**src/rtl/motion_executor.sv**
```systemverilog
// rtl/motion_executor.sv - movement/turn command executor with turn timer and heading tracker
//
// Purpose: turns level move requests and rising-edge turn triggers into
// registered motor drives, times each turn with a down-counter and keeps
// the car's 2-bit heading (0=N, 1=E, 2=S, 3=W).
//
// Ports:
//   clk                 in   system clock, rising edge
//   rst                 in   synchronous active-high reset
//   enable              in   block active; low forces idle
//   move_forward        in   level request, drive forward
//   move_backward       in   level request, drive backward
//   trigger_turn_left   in   rising edge starts a 90 deg left turn
//   trigger_turn_right  in   rising edge starts a 90 deg right turn
//   trigger_turn_back   in   rising edge starts a 180 deg turn
//   moving              out  translating forward or backward
//   is_turning          out  turn in progress
//   motor_fwd/bwd/left/right out  one-hot motor drives
//   heading             out  [1:0] current heading
module motion_executor #(
    parameter int TURN_CYCLES = 50_000_000
) (
    input  logic       clk,
    input  logic       rst,
    input  logic       enable,
    input  logic       move_forward,
    input  logic       move_backward,
    input  logic       trigger_turn_left,
    input  logic       trigger_turn_right,
    input  logic       trigger_turn_back,
    output logic       moving,
    output logic       is_turning,
    output logic       motor_fwd,
    output logic       motor_bwd,
    output logic       motor_left,
    output logic       motor_right,
    output logic [1:0] heading
);

    localparam int CW_RAW = $clog2(2 * TURN_CYCLES);
    localparam int CW     = (CW_RAW < 1) ? 1 : CW_RAW;
    localparam logic [CW-1:0] LOAD_90  = CW'(TURN_CYCLES - 1);
    localparam logic [CW-1:0] LOAD_180 = CW'(2 * TURN_CYCLES - 1);

    typedef enum logic [2:0] {
        S_IDLE,
        S_FWD,
        S_BWD,
        S_TURN_L,
        S_TURN_R,
        S_TURN_B
    } state_t;

    state_t        state_q, state_d;
    logic [CW-1:0] cnt_q, cnt_d;
    logic [1:0]    heading_q, heading_d;
    logic [2:0]    trig_q, trig_d;   // {back, left, right} history
    logic          moving_q, moving_d;
    logic          turning_q, turning_d;
    logic          fwd_q, fwd_d;
    logic          bwd_q, bwd_d;
    logic          left_q, left_d;
    logic          right_q, right_d;

    logic   edge_l, edge_r, edge_b;
    state_t move_state;

    always_comb begin
        trig_d = {trigger_turn_back, trigger_turn_left, trigger_turn_right};
        edge_b = trigger_turn_back  & ~trig_q[2];
        edge_l = trigger_turn_left  & ~trig_q[1];
        edge_r = trigger_turn_right & ~trig_q[0];

        // Both requests high (or neither) means stop.
        move_state = S_IDLE;
        if (move_forward && !move_backward) begin
            move_state = S_FWD;
        end else if (move_backward && !move_forward) begin
            move_state = S_BWD;
        end

        state_d   = state_q;
        cnt_d     = cnt_q;
        heading_d = heading_q;

        if (!enable) begin
            // Abort anything in progress; heading keeps its last committed value.
            state_d = S_IDLE;
            cnt_d   = '0;
        end else begin
            case (state_q)
                S_TURN_L, S_TURN_R, S_TURN_B: begin
                    // Triggers and move requests are not looked at until the turn ends.
                    if (cnt_q == '0) begin
                        state_d = move_state;
                        case (state_q)
                            S_TURN_L: heading_d = heading_q + 2'd3;
                            S_TURN_R: heading_d = heading_q + 2'd1;
                            default:  heading_d = heading_q + 2'd2;
                        endcase
                    end else begin
                        cnt_d = cnt_q - CW'(1);
                    end
                end
                default: begin
                    if (edge_b) begin
                        state_d = S_TURN_B;
                        cnt_d   = LOAD_180;
                    end else if (edge_l) begin
                        state_d = S_TURN_L;
                        cnt_d   = LOAD_90;
                    end else if (edge_r) begin
                        state_d = S_TURN_R;
                        cnt_d   = LOAD_90;
                    end else begin
                        state_d = move_state;
                    end
                end
            endcase
        end

        // Outputs are registered decodes of the next state.
        fwd_d     = (state_d == S_FWD);
        bwd_d     = (state_d == S_BWD);
        left_d    = (state_d == S_TURN_L);
        right_d   = (state_d == S_TURN_R) || (state_d == S_TURN_B);
        moving_d  = fwd_d | bwd_d;
        turning_d = left_d | right_d;
    end

    always_ff @(posedge clk) begin
        if (rst) begin
            state_q   <= S_IDLE;
            cnt_q     <= '0;
            heading_q <= 2'd0;
            trig_q    <= 3'b000;
            moving_q  <= 1'b0;
            turning_q <= 1'b0;
            fwd_q     <= 1'b0;
            bwd_q     <= 1'b0;
            left_q    <= 1'b0;
            right_q   <= 1'b0;
        end else begin
            state_q   <= state_d;
            cnt_q     <= cnt_d;
            heading_q <= heading_d;
            trig_q    <= trig_d;
            moving_q  <= moving_d;
            turning_q <= turning_d;
            fwd_q     <= fwd_d;
            bwd_q     <= bwd_d;
            left_q    <= left_d;
            right_q   <= right_d;
        end
    end

    assign moving      = moving_q;
    assign is_turning  = turning_q;
    assign motor_fwd   = fwd_q;
    assign motor_bwd   = bwd_q;
    assign motor_left  = left_q;
    assign motor_right = right_q;
    assign heading     = heading_q;

endmodule

```
**config.mk**
```make
export PLATFORM = sky130hd
export DESIGN_NAME = motion_executor
export DESIGN_NICKNAME = d
export VERILOG_FILES = /design/src/rtl/motion_executor.sv
export SDC_FILE = /design/constraint.sdc
export NUM_CORES = 1
export LEC_CHECK = 0
export ABC_AREA = 1
export ABC_CLOCK_PERIOD_IN_PS = 3900
export CAP_MARGIN = 20
export CORE_MARGIN = 2
export CORE_UTILIZATION = 60
export DETAILED_ROUTE_END_ITERATION = 7
export GPL_TIMING_DRIVEN = 0
export PLACE_DENSITY_LB_ADDON = 0.08
export RECOVER_POWER = 50
export SLEW_MARGIN = 10
export SYNTH_ARGS = -nofsm -noshare
export SYNTH_HDL_FRONTEND = slang
export SYNTH_SLANG_ARGS = --single-unit
export TNS_END_PERCENT = 100
```
**constraint.sdc**
```tcl
create_clock -name clk -period 3.9 [get_ports clk]
set_clock_uncertainty 0.15 [all_clocks]
set_input_delay 0.78 -clock clk [delete_from_list [all_inputs] [get_ports clk]]
set_output_delay 0.78 -clock clk [all_outputs]
set_load 0.02 [all_outputs]
```
# [Word level (Yosys, flattened, before mapping)]
# Index checks and enable logic that the tools add are counted.
[totals] out_inout_bits=8 reg_bits=41 wordCells=57 input_bits=8
[op_classes] n_bitwise=9 mux=14 n_addsub=4 n_eq_ne=9 n_reduce_logical=11
[op_table] operator="27-bit 2-to-1 mux" n=5
[op_table] operator="27-bit zero test" n=1
[op_table] operator="27-bit by 1-bit subtractor with 27-bit output (second input constant)" n=1
[op_table] operator="3-bit 2-to-1 mux" n=6
[op_table] operator="3-bit == test (second input constant)" n=4
[op_table] operator="3-bit by 2-bit == test with 1-bit output (second input constant)" n=3
[op_table] operator="2-bit adder (second input constant)" n=2
[op_table] operator="2-bit 2-to-1 mux" n=2
[op_table] operator="1-bit inverter" n=4
[op_table] operator="2-bit case mux with 2 select lines" n=1
[op_table] operator="4-bit nonzero test" n=1
[op_table] operator="1-bit bitwise AND" n=3
[op_table] operator="3-bit by 1-bit == test with 1-bit output (second input constant)" n=1
[op_table] operator="3-bit AND reduction" n=1
[op_table] operator="3-bit OR reduction" n=1
[op_table] operator="2-bit by 1-bit adder with 2-bit output (second input constant)" n=1
[op_table] operator="1-bit logical AND" n=2
[op_table] operator="1-bit zero test" n=2
[op_table] operator="2-bit inequality test (second input constant)" n=1
[op_table] operator="1-bit bitwise OR" n=2
[op_table] operator="2-bit AND reduction" n=1
[op_table] operator="2-bit OR reduction" n=1
[op_table] operator="1-bit logical OR" n=1

# [Depth between registers and ports, before layout]
[logic_depth] word_depth=12 mapped_depth=14 ltp_nobuf=14

# [Worst setup path before layout]
# Ideal clock, no wire load.
[synth_timing] path_kind="input -> register" startpoint="input trigger_turn_right" endpoint="register cnt_q[10]" path_slack_ps=2012 required_ps=3680 setup_ps=70 arrival_time_ps=1668 stages=8 cell_sequence="inv_1 > or2_2 > nand3_2 > nand2_4 > inv_2 > buf_6 > nand4_1 > a21oi_1"
[synth_between] elab_chain_cells=3
[synth_rtl] element="start, declared" line="29" source="input logic trigger_turn_right,"
[synth_rtl] element="1-bit bitwise AND" line="72" source="edge_r = trigger_turn_right & ~trig_q[0];"
[synth_rtl] element="4-bit nonzero test (no source line)"
[synth_rtl] element="2-bit AND reduction (no source line)"
[synth_rtl] element="end signal, assigned" line="145" source="cnt_q <= cnt_d;"
[synth_rtl] element="end, declared" line="55" source="logic [CW-1:0] cnt_q, cnt_d;"
# Every way passes these cells.
# A chain may end at the register's enable or synchronous reset.

# [Worst setup path in the final report]
[layout_timing] startpoint="input trigger_turn_right" endpoint="register cnt_q[8]"
# The elaborated chain is that of the path after synthesis.

==> run summary <==
Once the floorplan was initialized, standard cells occupied 63.8% of the core. The logs give 0.930 for the last weighted congestion value of the routability-driven placer and 2265 for the via count of the first global-routing pass. The later pin in the worst-skew pair is clocked with a latency of 0.30 ns. Data on the critical path arrives at its endpoint at 2.83 ns. The number of flops mapped to enable cells by yosys is 0.

The flow ran to the end, and the final reports show no timing, DRC or antenna violations. The count of antenna-violating nets left after detailed routing is 0. The highest metal layer carrying signal wires in the routed design is met4. After synthesis, the share of flip-flops with an asynchronous set or reset is 0%. The number of flip-flops and latches in the synthesized netlist is 41, and the relative contribution of the clock network to total power is 32.6%. Path type of the worst setup path: in -> reg.

STA classifies the critical path startpoint as an input port. The tightest slew margin relative to the limit is 55.9%. Count of port buffers added during placement: 15. Setup repair after global routing left no endpoint under its margin. The kind of end point of the critical path is a register. The final period utilization came out at 70.6%.

Across the run, the number of max-cap violations was 0. Fill cells in the final layout number 334. The top-level port count is 16, and the final critical path time including I/O delays and setup is 2.75 ns. The post-route netlist has 7.12% of its cells at a drive strength greater than 1. The die is 67.1 um tall.

After detailed routing, the number of vias per cell comes to 5.50. For the net switching power of the design, the log shows 0.000352 W. Count of routing violations after the opening detailed-route iteration: 187. The signed area change from the synthesized netlist to the final layout was 12.6%; the synthesized area divided by synthesized cell count was 6.45 um2.

The tools report the unique cell type count in the Yosys netlist as 30. OpenSTA, run right after detailed placement, puts the worst setup slack at 1.13 ns. Counting the buffers created by CTS gives 5. The final antenna diode count came out at 0. The worst min-delay path class is reg -> reg.

The first-pass GRT wire length is 9.83 mm. The run gives 0 ns as the total negative slack. The net count reported at finish was 401; the clock slew at the register clock pins of the worst setup and hold paths was 0.08 ns.

The number of gates resized after CTS was 0. The floorplan core area came out at 0.00374 mm2. Internal power comes to 0.000748 W. The tools report the total power draw as 0.00110 W.

The power share of the combinational group is 24.9%. The tools report the buffer depth of the longest clock path as 2. Dividing the detail-routed wire length by the instance count gives 13.1 um. Power spread over the standard cell area amounts to 409 mW/mm2.

The routed layout has 2424 vias. The logs give 42.5% for the sequential share of power and 0 for the post-CTS setup repair buffer count. In this run the clock root is driven by a sky130_fd_sc_hd__clkbuf_8. The detailed route wirelength on metal2 was 2.78 mm. The quantity of hold-fixing buffers added after cts came out at 0. IR analysis of the VDD net gives a maximum drop of 298 uV. The sum of met3 wire segment lengths after detailed routing is 372 um, and the final wirelength is 5.78 mm. The share of the Yosys chip area taken by registers is 34.4%. Entering global routing, the biggest net connects 13 pins.

Of the total power, the share spent switching nets is 32.0%. In the routed design, unresolved DRC markers number 0. For this run, the leading register cell type out of synthesis is sky130_fd_sc_hd__dfxtp_1.

The logs give 0 for the count of final hold-check violations and 22 for the number of placement rows. The count of pins over their slew limit was 0. The die is 67.1 um wide. The sum of routed wire segments on met1 is 2.50 mm.

For this run, the top clock speed supported by timing is 0.363 GHz. At the pin with the least slew margin, the transition time is 0.658 ns. In this run the number of H-tree levels came out at 2.

Counting every sink on the clock net gives 41. Net count of the mapped netlist: 379. Maximum net fanout on the critical path: 10. TritonCTS built the clock tree.

Aggregate global-route resource usage: 28.9%. The run gives 5 as the first-pass iteration count of the detailed router. STA puts the critical path data required time at 3.98 ns.

The sum of overflow across all layers after global routing was 0; the leakage component of the power was 1.24 nW. The worst path meets setup with 1.15 ns of slack. The placed wire-length estimate is 4.20 mm, and the number of antenna violations at the first check in global routing is 0. The mapped netlist covers 0.00239 mm2.

The die footprint was 0.00450 mm2. Synthesis produced a netlist whose cell count is 370. The tools report the synthesis warning total as 0. Setup violations remaining at the end of the flow were counted as 0.
## registers in the layout, indices dropped and copies added (netlist names)
register,flops
motor_left,1
motor_right,1
state_q,3
heading,2
moving,1
motor_fwd,1
cnt_q,27
motor_bwd,1
is_turning,1
trig_q,3
## routing by layer
layer	up-vias	GRT usage, %
met3	13	6.76
met5	-	0
met4	0	11.7
li1	1215	-
met1	1102	34.6
met2	94	49.1
## cells in the final DEF, fill, tap and decap left out
master	instances
sky130_fd_sc_hd__nand4_1	6
sky130_fd_sc_hd__nand3b_1	1
sky130_fd_sc_hd__a21oi_1	33
sky130_fd_sc_hd__o31ai_1	2
sky130_fd_sc_hd__inv_1	45
sky130_fd_sc_hd__o211ai_1	1
sky130_fd_sc_hd__inv_2	4
sky130_fd_sc_hd__and2_1	1
sky130_fd_sc_hd__a21boi_0	1
sky130_fd_sc_hd__xor2_1	10
sky130_fd_sc_hd__clkbuf_1	5
sky130_fd_sc_hd__nor2_4	2
sky130_fd_sc_hd__nor2_1	60
sky130_fd_sc_hd__clkbuf_8	6
sky130_fd_sc_hd__bufinv_16	1
sky130_fd_sc_hd__xnor2_1	3
sky130_fd_sc_hd__nand3_1	25
sky130_fd_sc_hd__o21ai_0	24
sky130_fd_sc_hd__o21bai_1	1
sky130_fd_sc_hd__nand3_4	1
sky130_fd_sc_hd__nor2_2	6
sky130_fd_sc_hd__dlygate4sd3_1	10
sky130_fd_sc_hd__buf_6	3
sky130_fd_sc_hd__nand2_1	84
sky130_fd_sc_hd__dfxtp_1	41
sky130_fd_sc_hd__buf_1	1
sky130_fd_sc_hd__or2_2	2
sky130_fd_sc_hd__nand2_2	2
sky130_fd_sc_hd__clkdlybuf4s50_1	5
sky130_fd_sc_hd__nor3_1	1
sky130_fd_sc_hd__ha_1	1
sky130_fd_sc_hd__o21ai_1	4
sky130_fd_sc_hd__nand2_4	1
## critical path, stage by stage
cell	delay (ns)
sky130_fd_sc_hd__dlygate4sd3_1	0.52
sky130_fd_sc_hd__inv_1	0.04
sky130_fd_sc_hd__or2_2	0.31
sky130_fd_sc_hd__nand3_1	0.16
sky130_fd_sc_hd__nand2_4	0.08
sky130_fd_sc_hd__inv_1	0.18
sky130_fd_sc_hd__clkbuf_1	0.39
sky130_fd_sc_hd__nand3_1	0.18
sky130_fd_sc_hd__a21oi_1	0.18
## logic make-up (layout without fill, tap and decap cells)
family	after synthesis	in the layout	share of synthesized area, %
AOI/OAI and AO/OA	66	66	14.4
xor gates and xnor gates	13	13	4.77
adders and majority gates	1	1	0.524
buffers and inverters	57	80	10.2
DFF	41	41	34.4
and+or+nand+nor	192	192	35.7
## per-stage QoR
| step | std cells | hold slack [ns] | utilization (%) | area (um2) |
|---|---|---|---|---|
| 2_1_floorplan | 370 | 0.293 | - | 2390 |
| 3_3_place_gp | 433 | 0.301 | 69.4 | 2600 |
| 3_5_place_dp | 433 | 0.304 | 69.4 | 2600 |
| 4_1_cts | 441 | 0.315 | 72.5 | 2710 |
| 5_1_grt | 441 | 0.339 | 71.8 | 2690 |
| 6_report | 441 | 0.316 | 71.8 | 2690 |
## area by class of cell
| type | instances | area, um2 | area share [%] |
|---|---|---|---|
| tap | 48 | 60.1 | 2.23 |
| buffer | 8 | 52.6 | 1.95 |
| timing repair buffer | 15 | 150 | 5.58 |
| clock inverter | 1 | 30.0 | 1.12 |
| inverter | 49 | 184 | 6.84 |
| clock buffer | 7 | 86.3 | 3.21 |
| sequential | 41 | 821 | 30.5 |
| multi-input combinational | 272 | 1310 | 48.5 |
## path summary, 6_finish.rpt
| check | startpoint | to | slack, ns | depth (start not counted) |
|---|---|---|---|---|
| min reg2reg | cnt_q[26] | cnt_q[26] | 0.32 | 2 |
| max reg2reg | cnt_q[0] | cnt_q[8] | 1.37 | 12 |
| min | cnt_q[26] | cnt_q[26] | 0.32 | 2 |
| max | trigger_turn_right | cnt_q[8] | 1.15 | 9 |
## power by group through the flow
stage	combinational, W	sequential, W	clock [W]
floorplan	0.000204	0.000476	0
global placement	0.000268	0.000475	0
detailed placement	0.000274	0.000476	0
CTS	0.000277	0.000467	0.000358
global route	0.000309	0.000470	0.000374
finish	0.000274	0.000467	0.000359
## synth_stat cells (3+ instances only)
library cell               instances  area (um2)
sky130_fd_sc_hd__nor2_1           60         225
sky130_fd_sc_hd__nand3_1          22         110
sky130_fd_sc_hd__nand2_1          83         312
sky130_fd_sc_hd__xor2_1           10        87.6
sky130_fd_sc_hd__o21ai_1           5        25.0
sky130_fd_sc_hd__a21oi_1          33         165
sky130_fd_sc_hd__inv_1            44         165
sky130_fd_sc_hd__nand2_2           3        18.8
sky130_fd_sc_hd__nand3_2           3        30.0
sky130_fd_sc_hd__nand4_1           6        37.5
sky130_fd_sc_hd__nor2_2            6        37.5
sky130_fd_sc_hd__clkbuf_1          3        11.3
sky130_fd_sc_hd__xnor2_1           3        26.3
sky130_fd_sc_hd__o21ai_0          23         115
sky130_fd_sc_hd__inv_2             5        18.8
sky130_fd_sc_hd__dfxtp_1          41         821
sky130_fd_sc_hd__buf_6             4        45.0
Note: power is estimated with default switching activity, not from simulation.
